## src/rtl/fnd_score_scanner.sv

```systemverilog
// fnd_score_scanner
//   Feeds the 7-segment decoder of the score display. A binary score is
//   latched, saturated to the largest value the display can show, and
//   converted to BCD with a sequential double-dabble (one shift per clock).
//   The committed BCD digits are then time-multiplexed across DIGITS
//   common-anode positions by a free-running scanner.
//
// Ports
//   i_clk     system clock
//   i_rst     synchronous active-high reset
//   i_score   binary score, sampled when i_load=1 while idle
//   i_load    single-cycle request to convert and display i_score
//   o_busy    high while a conversion is in progress (CONVERT or COMMIT)
//   o_done    one-cycle pulse while new digits are being committed
//   o_nibble  BCD digit of the active position (decoder select input)
//   o_an      active-low one-hot anode select, bit 0 = ones digit
//   o_blank   high when the active digit is a suppressed leading zero
module fnd_score_scanner #(
  parameter int BIN_W    = 14,
  parameter int DIGITS   = 4,
  parameter int SCAN_DIV = 50000
) (
  input  logic              i_clk,
  input  logic              i_rst,
  input  logic [BIN_W-1:0]  i_score,
  input  logic              i_load,
  output logic              o_busy,
  output logic              o_done,
  output logic [3:0]        o_nibble,
  output logic [DIGITS-1:0] o_an,
  output logic              o_blank
);

  localparam int BCD_W = 4 * DIGITS;
  localparam int CNT_W = $clog2(BIN_W + 1);
  localparam int PRE_W = (SCAN_DIV > 1) ? $clog2(SCAN_DIV) : 1;
  localparam int IDX_W = (DIGITS > 1) ? $clog2(DIGITS) : 1;
  localparam int SH_W  = BCD_W + BIN_W;
  // Largest value the display can show (all nines).
  localparam logic [63:0] MAX_VAL = 64'(10 ** DIGITS) - 64'd1;

  typedef enum logic [1:0] {
    ST_IDLE,
    ST_CONVERT,
    ST_COMMIT
  } state_t;

  state_t             state_reg, state_next;
  logic [BIN_W-1:0]   bin_reg,   bin_next;
  logic [BCD_W-1:0]   bcd_reg,   bcd_next;
  logic [CNT_W-1:0]   cnt_reg,   cnt_next;
  logic [BCD_W-1:0]   disp_reg,  disp_next;
  logic [PRE_W-1:0]   presc_reg, presc_next;
  logic [IDX_W-1:0]   idx_reg,   idx_next;

  logic [BIN_W-1:0]   score_sat;
  logic [BCD_W-1:0]   bcd_adj;
  logic [SH_W-1:0]    shift_val;
  logic [DIGITS-1:0]  upper_zero;

  // Scores beyond the display range are clamped rather than wrapped.
  always_comb begin
    score_sat = i_score;
    if (64'(i_score) > MAX_VAL) begin
      score_sat = BIN_W'(MAX_VAL);
    end
  end

  // Double-dabble correction: any nibble >= 5 gets +3 before the shift so
  // that doubling carries correctly into the next decimal digit.
  genvar gi;
  generate
    for (gi = 0; gi < DIGITS; gi++) begin : g_adj
      assign bcd_adj[gi*4 +: 4] = (bcd_reg[gi*4 +: 4] >= 4'd5) ?
                                  (bcd_reg[gi*4 +: 4] + 4'd3) :
                                  bcd_reg[gi*4 +: 4];
    end
  endgenerate

  assign shift_val = {bcd_adj, bin_reg} << 1;

  // upper_zero[i]: displayed nibbles i..DIGITS-1 are all zero.
  generate
    for (gi = 0; gi < DIGITS; gi++) begin : g_zero
      assign upper_zero[gi] = (disp_reg[BCD_W-1:gi*4] == '0);
    end
  endgenerate

  // Conversion FSM and scanner next-state logic.
  always_comb begin
    state_next = state_reg;
    bin_next   = bin_reg;
    bcd_next   = bcd_reg;
    cnt_next   = cnt_reg;
    disp_next  = disp_reg;
    presc_next = presc_reg;
    idx_next   = idx_reg;

    unique case (state_reg)
      ST_IDLE: begin
        if (i_load) begin
          bin_next   = score_sat;
          bcd_next   = '0;
          cnt_next   = '0;
          state_next = ST_CONVERT;
        end
      end
      ST_CONVERT: begin
        bcd_next = shift_val[SH_W-1:BIN_W];
        bin_next = shift_val[BIN_W-1:0];
        cnt_next = cnt_reg + 1'b1;
        if (cnt_reg == CNT_W'(BIN_W - 1)) begin
          state_next = ST_COMMIT;
        end
      end
      ST_COMMIT: begin
        // i_load is deliberately not looked at here: a request arriving
        // on the exit cycle is dropped, callers wait for o_busy=0.
        disp_next  = bcd_reg;
        state_next = ST_IDLE;
      end
      default: begin
        state_next = ST_IDLE;
      end
    endcase

    // Free-running scanner, independent of conversions.
    if (presc_reg == PRE_W'(SCAN_DIV - 1)) begin
      presc_next = '0;
      idx_next   = (idx_reg == IDX_W'(DIGITS - 1)) ? '0 : idx_reg + 1'b1;
    end else begin
      presc_next = presc_reg + 1'b1;
    end
  end

  always_ff @(posedge i_clk) begin
    if (i_rst) begin
      state_reg <= ST_IDLE;
      bin_reg   <= '0;
      bcd_reg   <= '0;
      cnt_reg   <= '0;
      disp_reg  <= '0;
      presc_reg <= '0;
      idx_reg   <= '0;
    end else begin
      state_reg <= state_next;
      bin_reg   <= bin_next;
      bcd_reg   <= bcd_next;
      cnt_reg   <= cnt_next;
      disp_reg  <= disp_next;
      presc_reg <= presc_next;
      idx_reg   <= idx_next;
    end
  end

  // All display outputs derive from the registered index and display regs,
  // so anode and nibble always switch on the same edge.
  assign o_busy   = (state_reg != ST_IDLE);
  assign o_done   = (state_reg == ST_COMMIT);
  assign o_an     = ~(DIGITS'(1) << idx_reg);
  assign o_nibble = disp_reg[{idx_reg, 2'b00} +: 4];
  // The ones digit is never blanked so a zero score shows a single "0".
  assign o_blank  = (idx_reg != '0) && upper_zero[idx_reg];

endmodule

```

## config.mk

```make
export PLATFORM = sky130hd
export DESIGN_NAME = fnd_score_scanner
export DESIGN_NICKNAME = d
export VERILOG_FILES = /design/src/rtl/fnd_score_scanner.sv
export SDC_FILE = /design/constraint.sdc
export NUM_CORES = 1
export LEC_CHECK = 0
export ABC_AREA = 1
export CAP_MARGIN = 20
export CORE_ASPECT_RATIO = 0.7
export CORE_MARGIN = 10
export CORE_UTILIZATION = 55
export CTS_CLUSTER_DIAMETER = 120
export DETAILED_ROUTE_END_ITERATION = 7
export PLACE_DENSITY = 0.82
export RECOVER_POWER = 100
export SLEW_MARGIN = 20
export SYNTH_ARGS = -nofsm -noshare
export SYNTH_HDL_FRONTEND = slang
export SYNTH_SLANG_ARGS = --single-unit
```

## constraint.sdc

```tcl
create_clock -name i_clk -period 1.8 [get_ports i_clk]
set_input_delay 0.36 -clock i_clk [delete_from_list [all_inputs] [get_ports i_clk]]
set_output_delay 0.36 -clock i_clk [all_outputs]
set_load 0.01 [all_outputs]
```

* Word level (Yosys, flattened, before mapping)
Cells that the tools add are included.
** Operators by class
- Multiplexer cells :: 17
- Equality and inequality tests :: 7
- $add $sub $neg :: 7
- Bitwise gates (word level) :: 1
- Multipliers :: 0
- Shifts and indexed selects :: 2
- Reductions and logical operators :: 12
- Div/mod/pow operators :: 0
- $lt $le $gt $ge :: 6
** Operators by type and width (number)
- 16-bit one-hot mux with 2 select lines :: 1
- 14-bit 2-to-1 mux :: 2
- 14-bit one-hot mux with 2 select lines :: 1
- 16-bit by 1-bit adder with 16-bit output, second input constant :: 1
- 16-bit == test, second input constant :: 1
- 4-bit by 3-bit greater-or-equal comparator with 1-bit output, second input constant :: 4
- 16-bit zero test :: 1
- 16-bit 2-to-1 mux :: 1
- 4-bit 2-to-1 mux :: 4
- 16-bit by 5-bit indexed part select with 4-bit output :: 1
- 14-bit > comparator, second input constant :: 1
- 4-bit by 2-bit adder with 4-bit output, second input constant :: 3
- 12-bit zero test :: 1
- 8-bit zero test :: 1
- 4-bit one-hot mux with 2 select lines :: 1
- 2-bit 2-to-1 mux :: 3
- 2-bit nonzero test :: 3
- 4-bit by 1-bit adder with 4-bit output, second input constant :: 1
- 2-bit == test, second input constant :: 2
- 4-bit == test, second input constant :: 1
- 4-bit zero test :: 1
- 2-bit inequality test, second input constant :: 2
- 4-bit inverter :: 1
- 2-bit one-hot mux with 2 select lines :: 1
- other kinds (12) :: 13
** Storage, ports and cells
- Output and inout bits :: 11
- Bits of input ports :: 17
- Word-level logic and storage cells :: 59
- Memory bits (writable) :: 0
- Memories :: 0
- Bits in registers :: 70
- Latch bits :: 0
- Bits in read-only memories :: 0

* Logic depth before layout (Yosys ltp)
Gate-level depths: netlist of the first run.
- Depth in word-level cells :: 4
- Mapped depth :: 9
- Depth with buffers taken out :: 8

* Worst setup path after synthesis of the first run
No wires, ideal clock.
- Path type :: reg-to-output
- Start :: register idx_reg[0]
- End :: output o_blank
- Slack :: 140 ps
- Required time :: 1440 ps
- Cell stages (with the launch flop) :: 7
- Arrival :: 1300 ps
- Buffers on the path :: 1
- Cells stage by stage :: dfxtp_1 -> inv_1 -> buf_2 -> ha_1 -> nor3_1 -> nand3_1 -> nor2_1
** Between the ends
- Longest elaborated chain between the ends :: 3
- Elaborated cells between the ends (all ways) :: 4
- Those cells by class :: mux: 2; reduce/logical: 2
** Ends and longest elaborated chain
- from (decl) :: RTL line 54 : logic [IDX_W-1:0] idx_reg, idx_next;
- from (signal assigned) :: RTL line 152 : idx_reg <= idx_next;
- 1-bit binary-select mux with 2-bit select :: RTL line 163 : assign o_blank = (idx_reg != '0) && upper_zero[idx_reg];
- 1-bit 2-to-1 mux (not written as such) :: RTL line 163
- 1-bit logical AND (*) :: RTL line 163
- to (decl) :: RTL line 31 : output logic o_blank
Every way passes the cells marked *; elsewhere a longest branch is shown, timed or not. The select of a mux whose other input is x is not followed.

* Worst setup path in the final report of the first run
Ends and elaborated chain as after synthesis.

==> impl_metrics.env, run 1 <==
export IMPL_setup_worst_path_class="flop to output port"
export IMPL_top_level_ports=28
export IMPL_antenna_cells_inserted=0
export IMPL_synth_sequential_area_ratio=0.3920
export IMPL_yosys_area_share_adder=0.05250
export IMPL_status="complete, no violations"
export IMPL_place_worst_setup_slack_ns=-0.03993
export IMPL_postSynthCellCount=509
export IMPL_fraction_of_final_layout_cells_with_drive_strength_greater_than_1=0.09672
export IMPL_clock_insertion_delay_worst_skew_ns=0.36
export IMPL_ff_latch_area_um2=1408
export IMPL_vias=3461
export IMPL_r2r_start="state_reg[0]"
export IMPL_maxSlewViolCount=0
export IMPL_hold_path_startpoint="presc_reg[0]"
export IMPL_async_reset_ff_frac=0
export IMPL_synth_simple_gate_area_share=0.2695
export IMPL_worst_clock_skew_ns=0.007973
export IMPL_final_setup_worst_slack_ns=0.01095
export IMPL_post_synth_xor_area_fraction=0.01225
export IMPL_cts_reportedPaths_clkPinSlew_ns=0.07
export IMPL_dp_cells=609
export IMPL_synth_mux_area_fraction=0
export IMPL_drtPass1Iterations=7
export IMPL_ys_flop_type="sky130_fd_sc_hd__dfxtp_1"
export IMPL_dp_final_hpwl_um=5913
export IMPL_power_ir_vdd_worst_mv=0.6324
export IMPL_antenna_violating_nets_post_route=0
export IMPL_power_density_nw_per_um2=771.2
export IMPL_nFillCells=512
export IMPL_cts_buffers_inserted=9
export IMPL_hold_path_cell_count=1
export IMPL_globalplace_congestion=0.8617
export IMPL_synth_largest_type_area_fraction=0.3920
export IMPL_cp_required_ns=1.44
export IMPL_cts_root_buf="sky130_fd_sc_hd__clkbuf_8"
export IMPL_port_buffer_count=27
export IMPL_grt_pass1_vias=3210
export IMPL_area_growth_syn_to_fin_pct=16.38
export IMPL_fp_dieH_um=87.45
export IMPL_grt_residual_overflow=0
export IMPL_initial_utilization=0.5696
export IMPL_grt_antenna_before_repair=0
export IMPL_die_w_um=116.4
export IMPL_final_cells=626
export IMPL_synth_top_cells_by_area="sky130_fd_sc_hd__dfxtp_1 39%, sky130_fd_sc_hd__nand2_1 10%, sky130_fd_sc_hd__a21oi_1 7.8%"
export IMPL_drv_cap=0
export IMPL_min_path_type="flop to flop"
export IMPL_count_of_synthesis_stage_warnings_from_yosys=0
export IMPL_endpoint_with_the_worst_hold_slack="presc_reg[0]"
export IMPL_p_clk_frac=0.424
export IMPL_coreArea_um2=6276
export IMPL_finalWirelength_um=8705
export IMPL_yosysUniqueCellTypes=32
export IMPL_num_nets_final=575
export IMPL_r2r_end="bcd_reg[4]"
export IMPL_syn_avg_cell_area_um2=7.023
export IMPL_first_pass_grt_wire_length_um=14620
export IMPL_timing_critical_path_fanout_max=3
export IMPL_power_internal_w=0.002466
export IMPL_yosysTopAreaCell="sky130_fd_sc_hd__dfxtp_1"
export IMPL_ys_ff_latch=70
export IMPL_switching_power_w=0.0007424
export IMPL_max_clock_path_buffers=2
export IMPL_synth_edff_count=0
export IMPL_worst_setup_path_end_kind="output port"
export IMPL_synth_top_family_by_area="simple AND/OR/NAND/NOR gates"
export IMPL_synth_compound_gate_area_share=0.1677
export IMPL_worst_endpoint_arrival_ns=1.43
export IMPL_min_period_ns=1.789
export IMPL_p_leak_nw=1.744
export IMPL_groute_usage_overall=0.1769
export IMPL_clock_tree_from_tritoncts="done"
export IMPL_row_count=24
export IMPL_routedWlPerCell_um=13.91
export IMPL_cts_htree_levels=3
export IMPL_die_area_um2=10180
export IMPL_r2r_worst_path_cells=5
export IMPL_synthesis_nets=541
export IMPL_fmax_achieved_mhz=559.0
export IMPL_number_of_drc_markers_in_iteration_0=328
export IMPL_final_min_period_over_clock_period=0.9939
export IMPL_synth_most_common_cell="sky130_fd_sc_hd__nand2_1"
export IMPL_timing_hold_violations_final=0
export IMPL_setup_viol=0
export IMPL_tightestPinTransition_ns=0.6010
export IMPL_grt_max_degree=32
export IMPL_detail_route_drc_violations=0
export IMPL_critPathLaunchType="flop"
export IMPL_cts_repair_timing_setup_buffer_count=0
export IMPL_grt_setup_unrepaired="yes"
export IMPL_r2r_slack_ns=0.14
export IMPL_combinationalPowerShare=0.073
export IMPL_design_power_total_w=0.003209
export IMPL_synthesis_area_um2=3575
export IMPL_clkSinkCount=70
export IMPL_routed_via_density=5.529
export IMPL_yosys_top_cells_count="97 x sky130_fd_sc_hd__nand2_1, 70 x sky130_fd_sc_hd__dfxtp_1, 69 x sky130_fd_sc_hd__inv_1"
export IMPL_multiInputGateArea_um2=1804
export IMPL_worst_slew_margin_rel=0.5993
export IMPL_seqPwrFrac=0.502
export IMPL_switching_share=0.2314
layer usage:
layer / GRT usage / vias to the layer above / routed length (um)
met5: 0 / - / 0
met2: 0.2920 / 129 / 4214
li1: - / 1735 / -
met3: 0.05028 / 9 / 662
met4: 0.04190 / 0 / 52
met1: 0.2225 / 1588 / 3775
worst max-delay path, cell delays in order (launching register included):
cell	delay, ns
sky130_fd_sc_hd__dfxtp_2	0.34
sky130_fd_sc_hd__inv_2	0.05
sky130_fd_sc_hd__ha_2	0.19
sky130_fd_sc_hd__nor3_2	0.10
sky130_fd_sc_hd__nand3_1	0.10
sky130_fd_sc_hd__nor2_1	0.14
sky130_fd_sc_hd__buf_2	0.15
through the flow:
step	hold WS [ns]	area, um^2	utilization	TNS [ns]
4_1_cts	0.4506	4165	0.6637	-0.03202
3_3_place_gp	0.4322	3956	0.6304	0
2_1_floorplan	0.4175	3575	-	0
5_1_grt	0.4773	4160	0.6629	-0.07720
3_5_place_dp	0.4401	3956	0.6304	-0.03993
6_report	0.4485	4160	0.6629	0
power by group through the flow:
stage	sequential (W)	clock, W	combinational (W)
2_1_floorplan	0.00164	0	0.000159
3_3_place_gp	0.00164	0	0.000234
3_5_place_dp	0.00165	0	0.000239
4_1_cts	0.00161	0.00137	0.000241
5_1_grt	0.00162	0.00145	0.000263
6_report	0.00161	0.00136	0.000236
logic make-up after synthesis:
| group | after synthesis |
|---|---|
| buffers and inverters | 91 |
| adders and majority gates | 15 |
| and+or+nand+nor | 214 |
| xor gates and xnor gates | 5 |
| AOI/OAI and AO/OA | 114 |
| DFF | 70 |
cell type report:
class	instances	area share
Multi-Input combinational cell	348	0.4337
Sequential cell	70	0.3383
Timing Repair Buffer	40	0.08511
Inverter	74	0.06677
Clock buffer	13	0.04301
Tap cell	78	0.02346
Clock inverter	3	0.009624
how the worst max path moves through the flow:
stage               start  endpoint  cells after the start
3_3_place_gp   idx_reg[1]   o_blank                      6
6_report       idx_reg[0]   o_blank                      6
3_5_place_dp   idx_reg[1]   o_blank                      6
4_1_cts        idx_reg[1]   o_blank                      6
5_1_grt        idx_reg[0]   o_blank                      6
2_1_floorplan  idx_reg[0]   o_blank                      6
layout by cell type, fill, tap and decap left out, types with 3 or more instances in the layout:
master,synthesis,layout
sky130_fd_sc_hd__buf_2,9,3
sky130_fd_sc_hd__ha_1,15,14
sky130_fd_sc_hd__inv_1,69,69
sky130_fd_sc_hd__dfxtp_1,70,67
sky130_fd_sc_hd__nand2_1,97,97
sky130_fd_sc_hd__dlygate4sd2_1,0,5
sky130_fd_sc_hd__xnor2_1,3,3
sky130_fd_sc_hd__inv_2,4,5
sky130_fd_sc_hd__clkbuf_8,0,13
sky130_fd_sc_hd__o21ai_1,3,5
sky130_fd_sc_hd__buf_4,1,7
sky130_fd_sc_hd__a22oi_1,7,7
sky130_fd_sc_hd__clkdlybuf4s50_1,0,15
sky130_fd_sc_hd__nand4_1,21,21
sky130_fd_sc_hd__nor2_1,47,48
sky130_fd_sc_hd__o21ai_0,42,40
sky130_fd_sc_hd__a21oi_1,56,55
sky130_fd_sc_hd__nand3_1,35,36
sky130_fd_sc_hd__clkbuf_2,0,3
repair_timing:
item,CTS,global route
gates cloned,0,1
setup endpoints to repair,11,8
resized for setup,31,13
pin swaps,0,2
hold buffers,0,0
No activity file was read; power rests on OpenSTA's default activity.
==> run 2, diff against run 1 <==
--- a/config.mk
+++ b/config.mk
@@ -9,10 +9,10 @@
 export CAP_MARGIN = 20
 export CORE_ASPECT_RATIO = 0.7
 export CORE_MARGIN = 10
-export CORE_UTILIZATION = 55
+export CORE_UTILIZATION = 32
 export CTS_CLUSTER_DIAMETER = 120
 export DETAILED_ROUTE_END_ITERATION = 7
-export PLACE_DENSITY = 0.82
+export PLACE_DENSITY = 0.55
 export RECOVER_POWER = 100
 export SLEW_MARGIN = 20
 export SYNTH_ARGS = -nofsm -noshare
==> run 2 against run 1 <==
Combinational power barely moved. Global-route usage fell by 6.9 points. Critical path depth did not move. Core utilization fell by 26 points. Critical endpoint is now o_nibble[2]. Power rose by 21%. Largest cell class unchanged. Sequential cell count did not move. Non-clock buffer count rose by 4.
==> impl_metrics.env, run 2 (synthesis gave the netlist of run 1 again) <==
export IMPL_cts_repair_timing_setup_buffer_count=0
export IMPL_antenna_violating_nets_post_route=0
export IMPL_grt_max_degree=32
export IMPL_tightestPinTransition_ns=0.6231
export IMPL_clock_tree_from_tritoncts="done"
export IMPL_min_period_ns=1.718
export IMPL_ff_latch_area_um2=1406
export IMPL_critPathLaunchType="flop"
export IMPL_power_ir_vdd_worst_mv=0.4999
export IMPL_grt_residual_overflow=0
export IMPL_die_area_um2=15870
export IMPL_detail_route_drc_violations=0
export IMPL_fraction_of_final_layout_cells_with_drive_strength_greater_than_1=0.1014
export IMPL_power_density_nw_per_um2=887.9
export IMPL_clkSinkCount=70
export IMPL_initial_utilization=0.3258
export IMPL_grt_most_used_layer="met2"
export IMPL_path_cells="inv_2 -> buf_6 -> buf_4 -> o21ai_1 -> o21ai_0 -> buf_2"
export IMPL_setup_viol=0
export IMPL_totalNegativeSetupSlack_ns=0
export IMPL_cts_htree_levels=3
export IMPL_cpMaxStageDelayCell="sky130_fd_sc_hd__dfxtp_2"
export IMPL_max_clock_path_buffers=2
export IMPL_cts_reportedPaths_clkPinSlew_ns=0.06
export IMPL_area_growth_syn_to_fin_pct=22.72
export IMPL_design_power_total_w=0.003895
export IMPL_routedWlPerCell_um=11.88
export IMPL_worst_endpoint_arrival_ns=1.36
export IMPL_globalplace_congestion=0.8155
export IMPL_antenna_cells_inserted=0
export IMPL_row_count=32
export IMPL_critical_path_max_stage_delay_ns=0.33
export IMPL_first_pass_grt_wire_length_um=14500
export IMPL_cp_required_ns=1.44
export IMPL_p_leak_nw=1.814
export IMPL_nFillCells=1168
export IMPL_port_buffer_count=27
export IMPL_finalWirelength_um=8375
export IMPL_timing_critical_path_fanout_max=13
export IMPL_fp_dieH_um=108.4
export IMPL_worst_slew_margin_rel=0.5802
export IMPL_coreArea_um2=10970
export IMPL_groute_usage_overall=0.1080
export IMPL_vias=3324
export IMPL_worst_setup_path_end_kind="output port"
export IMPL_final_common_cell="sky130_fd_sc_hd__nand2_1"
export IMPL_cts_buffers_inserted=9
export IMPL_timing_hold_violations_final=0
export IMPL_final_cell_mix="97 x sky130_fd_sc_hd__nand2_1, 69 x sky130_fd_sc_hd__inv_1, 66 x sky130_fd_sc_hd__dfxtp_1"
export IMPL_fin_util=0.3999
export IMPL_drtPass1Iterations=4
export IMPL_num_nets_final=579
export IMPL_grt_antenna_before_repair=0
export IMPL_routed_via_density=4.715
export IMPL_min_path_type="flop to flop"
export IMPL_cts_root_buf="sky130_fd_sc_hd__clkbuf_16"
export IMPL_worst_clock_skew_ns=0.007499
export IMPL_dp_final_hpwl_um=6244
export IMPL_clock_insertion_delay_worst_skew_ns=0.33
export IMPL_grt_pass1_vias=3149
export IMPL_setup_worst_path_class="flop to output port"
export IMPL_top_level_ports=28
export IMPL_use_met1=0.1445
export IMPL_multiInputGateArea_um2=1785
export IMPL_drv_cap=0
export IMPL_number_of_drc_markers_in_iteration_0=226
export IMPL_final_min_period_over_clock_period=0.9544
export IMPL_maxSlewViolCount=0
export IMPL_routing_usage_on_met3=0.02922
export IMPL_status="complete, no violations"
export IMPL_global_route_usage_met2=0.1674
export IMPL_die_w_um=146.3
export IMPL_fmax_achieved_mhz=582.1
## run 2: changes by cell type in the layout (fill, tap and decap cells not counted), moves of 2 or more
cell and delta:
sky130_fd_sc_hd__bufinv_16 +2, sky130_fd_sc_hd__clkbuf_16 +9, sky130_fd_sc_hd__buf_2 +2, sky130_fd_sc_hd__buf_4 +5, sky130_fd_sc_hd__dfxtp_2 +2, sky130_fd_sc_hd__clkbuf_2 -2, sky130_fd_sc_hd__clkbuf_8 -12
## run 2: per-stage QoR
step           std cells  worst slack (ns)  area, um^2  hold slack [ns]
2_1_floorplan        509            0.1397        3575           0.4175
3_3_place_gp         689          -0.01264        4075           0.4280
3_5_place_dp         689          -0.04688        4075           0.4390
4_1_cts              705          0.002699        4410           0.4476
5_1_grt              705         -0.006228        4387           0.4823
6_report             705           0.08200        4387           0.4488
## run 2: worst max-delay path, delay by kind of cell (launching register included)
| kind | cells | cell delay, ns |
|---|---|---|
| buffers and inverters | 4 | 0.49 |
| flip-flops | 1 | 0.33 |
| AO/OA/AOI/OAI | 2 | 0.22 |
## run 2: metal layers
layer	wire length [um]	vias up
met5	0	-
met4	61	0
met2	3639	51
met1	4380	1511
li1	-	1757
met3	294	5
## run 2: path summary, 6_finish.rpt
| check | startpoint | cells after the start | slack (ns) | end |
|---|---|---|---|---|
| setup / recovery | idx_reg[0] | 6 | 0.08 | o_nibble[2] |
| hold / removal | presc_reg[0] | 1 | 0.45 | presc_reg[0] |
| setup reg to reg | state_reg[0] | 7 | 0.19 | bin_reg[3] |
| hold reg to reg | presc_reg[0] | 1 | 0.45 | presc_reg[0] |
## run 2: where the power goes
group          internal (W)  switching (W)
Combinational     0.0000991       0.000135
Sequential          0.00159      0.0000238
Clock               0.00139       0.000662
## run 2: layout make-up
cell class / count / share of cell area
clock inverters: 6 / 0.02481
repair buffers: 44 / 0.08614
inverters: 74 / 0.06332
flip-flops and latches: 70 / 0.3206
clock buffers: 10 / 0.05448
well taps: 153 / 0.04364
multi-input cells: 348 / 0.4070
## run 2: what timing repair did
item | CTS | global route
pin swaps | 0 | 6
gates cloned | 0 | 0
setup endpoints to repair | 11 | 7
hold buffers | 0 | 0
resized for setup | 32 | 14
==> run 3, diff against run 2 <==
--- a/config.mk
+++ b/config.mk
@@ -9,10 +9,11 @@
 export CAP_MARGIN = 20
 export CORE_ASPECT_RATIO = 0.7
 export CORE_MARGIN = 10
-export CORE_UTILIZATION = 32
+export CORE_UTILIZATION = 55
 export CTS_CLUSTER_DIAMETER = 120
 export DETAILED_ROUTE_END_ITERATION = 7
-export PLACE_DENSITY = 0.55
+export DONT_BUFFER_PORTS = 1
+export PLACE_DENSITY = 0.76
 export RECOVER_POWER = 100
 export SLEW_MARGIN = 20
 export SYNTH_ARGS = -nofsm -noshare
==> constraint.sdc (replaced) <==
create_clock -name i_clk -period 2.1 [get_ports i_clk]
set_input_delay 0.42 -clock i_clk [delete_from_list [all_inputs] [get_ports i_clk]]
set_output_delay 0.42 -clock i_clk [all_outputs]
set_load 0.01 [all_outputs]
==> run 3 against run 2 <==
Worst setup slack better by 0.077 ns. Largest cell class unchanged. Clock power is 48% lower. Register-to-register slack better by 0.05 ns. Global-route usage grew 5.3 points. Worst hold slack got worse by 0.30 ns. Critical endpoint unchanged. Combinational power down 38%. Critical path depth shrank 2. Core utilization rose by 20 points.
==> impl_metrics.env, run 3 (synthesis gave the netlist of run 1 again) <==
export IMPL_status="complete, no violations"
export IMPL_hold_path_startpoint="i_rst"
export IMPL_r2r_worst_path_cells=7
export IMPL_setup_viol=0
export IMPL_num_nets_final=539
export IMPL_p_leak_nw=1.557
export IMPL_cts_buffers_inserted=9
export IMPL_grt_antenna_before_repair=0
export IMPL_cp_required_ns=1.68
export IMPL_grt_max_degree=33
export IMPL_timing_hold_violations_final=0
export IMPL_endpoint_with_the_worst_hold_slack="bcd_reg[13]"
export IMPL_top_level_ports=28
export IMPL_final_common_cell="sky130_fd_sc_hd__nand2_1"
export IMPL_detail_route_drc_violations=0
export IMPL_final_min_period_over_clock_period=0.9241
export IMPL_final_cell_mix="98 x sky130_fd_sc_hd__nand2_1, 72 x sky130_fd_sc_hd__inv_1, 69 x sky130_fd_sc_hd__dfxtp_1"
export IMPL_first_pass_grt_wire_length_um=13590
export IMPL_crit_start="idx_reg[0]"
export IMPL_fin_util=0.6029
export IMPL_cts_hold_buffers=0
export IMPL_setup_worst_path_class="flop to output port"
export IMPL_area_growth_syn_to_fin_pct=5.845
export IMPL_number_of_drc_markers_in_iteration_0=304
export IMPL_worst_endpoint_arrival_ns=1.52
export IMPL_antenna_violating_nets_post_route=0
export IMPL_r2r_end="bin_reg[3]"
export IMPL_totalNegativeSetupSlack_ns=0
export IMPL_clock_insertion_delay_worst_skew_ns=0.33
export IMPL_design_power_total_w=0.002585
export IMPL_fp_dieH_um=87.45
export IMPL_number_of_buffers_and_inverters_on_the_critical_path=2
export IMPL_finalWirelength_um=7833
export IMPL_drv_cap=0
export IMPL_min_period_ns=1.941
export IMPL_routed_via_density=5.424
export IMPL_globalplace_congestion=0.8858
export IMPL_ff_latch_area_um2=1403
export IMPL_timing_critical_path_max_delay_family="compound AO/OA/AOI/OAI gates"
export IMPL_r2r_start="state_reg[0]"
export IMPL_die_w_um=116.4
export IMPL_power_ir_vdd_worst_mv=0.3558
export IMPL_coreArea_um2=6276
export IMPL_cts_htree_levels=3
export IMPL_maxSlewViolCount=0
export IMPL_cpMaxStageDelayCell="sky130_fd_sc_hd__o21ai_0"
export IMPL_min_path_type="input pin to flop"
export IMPL_critPathLaunchType="flop"
export IMPL_multiInputGateArea_um2=1768
export IMPL_path_cells="inv_1 -> buf_4 -> o21ai_0 -> o21ai_0"
export IMPL_nFillCells=565
export IMPL_fraction_of_final_layout_cells_with_drive_strength_greater_than_1=0.05859
export IMPL_dp_final_hpwl_um=5548
export IMPL_power_density_nw_per_um2=683.2
export IMPL_worst_slew_margin_rel=0.5679
export IMPL_drtPass1Iterations=5
export IMPL_clkSinkCount=70
export IMPL_die_area_um2=10180
export IMPL_critical_path_max_stage_delay_ns=0.39
export IMPL_fmax_achieved_mhz=515.3
export IMPL_routedWlPerCell_um=13.28
export IMPL_clock_tree_from_tritoncts="done"
export IMPL_worst_setup_path_end_kind="output port"
export IMPL_cts_root_buf="sky130_fd_sc_hd__clkbuf_8"
export IMPL_hold_path_cell_count=1
export IMPL_max_clock_path_buffers=2
export IMPL_r2r_slack_ns=0.24
export IMPL_cts_reportedPaths_clkPinSlew_ns=0.07
export IMPL_port_buffer_count=0
export IMPL_critical_path_top_cell_by_count="sky130_fd_sc_hd__o21ai_0"
export IMPL_groute_usage_overall=0.1612
export IMPL_timing_critical_path_fanout_max=13
export IMPL_grt_residual_overflow=0
export IMPL_grt_pass1_vias=2985
export IMPL_vias=3200
export IMPL_grt_setup_unrepaired="no"
export IMPL_worst_clock_skew_ns=0.004490
export IMPL_initial_utilization=0.5696
export IMPL_final_cells=590
export IMPL_row_count=24
export IMPL_tightestPinTransition_ns=0.6466
export IMPL_antenna_cells_inserted=0
export IMPL_dp_cells=574
run 3: cell count changes in the layout (fill, tap and decap cells not counted), sizes merged:
cell,delta
bufinv,-3
dlygate4sd3,-1
clkdlybuf4s50,-15
dlygate4sd2,-5
clkinv,-2
buf,-16
clkinvlp,+1
clkbuf,+1
run 3: routing by layer:
metal / vias to the layer above / GRT usage / routed length [um]
li1: 1667 / - / -
met5: - / 0 / 0
met4: 0 / 0.03964 / 44
met2: 86 / 0.2546 / 3438
met1: 1443 / 0.2120 / 3883
met3: 4 / 0.04408 / 467
run 3: worst max path at each step:
stage	to	cells after the start
2_1_floorplan	o_blank	6
3_3_place_gp	o_blank	5
3_5_place_dp	o_blank	5
4_1_cts	o_blank	5
5_1_grt	bin_reg[1]	7
6_report	o_nibble[2]	4
run 3: cell type report:
class / count / share of cell area
clock inverter: 2 / 0.003307
timing repair buffer: 4 / 0.007937
tap: 78 / 0.02579
multi-input combinational: 348 / 0.4673
inverter: 74 / 0.07407
sequential: 70 / 0.3707
clock buffer: 14 / 0.05093
run 3: report_power, final:
| group | internal [W] | total (W) | leakage [nW] | switching, W |
|---|---|---|---|---|
| Clock | 0.000589 | 0.00106 | 0.105 | 0.000470 |
| Combinational | 0.0000468 | 0.000146 | 0.885 | 0.0000993 |
| Sequential | 0.00136 | 0.00138 | 0.568 | 0.0000207 |
| Total | 0.00199 | 0.00259 | 1.56 | 0.000590 |
run 3: per-stage QoR:
stage	hold slack [ns]	instance area [um^2]	setup slack [ns]
6_report	0.1497	3784	0.1593
2_1_floorplan	0.4175	3575	0.3797
5_1_grt	0.1271	3784	0.03350
4_1_cts	0.1333	3807	0.01011
3_5_place_dp	0.4379	3601	0.2729
3_3_place_gp	0.4286	3601	0.3477
run 3: timing repair:
item | CTS | global route
setup buffers | 0 | 0
resized for setup | 1 | 3
endpoints found under the setup margin | 1 | 3
hold endpoints to repair | 0 | 0
cloned | 0 | 0
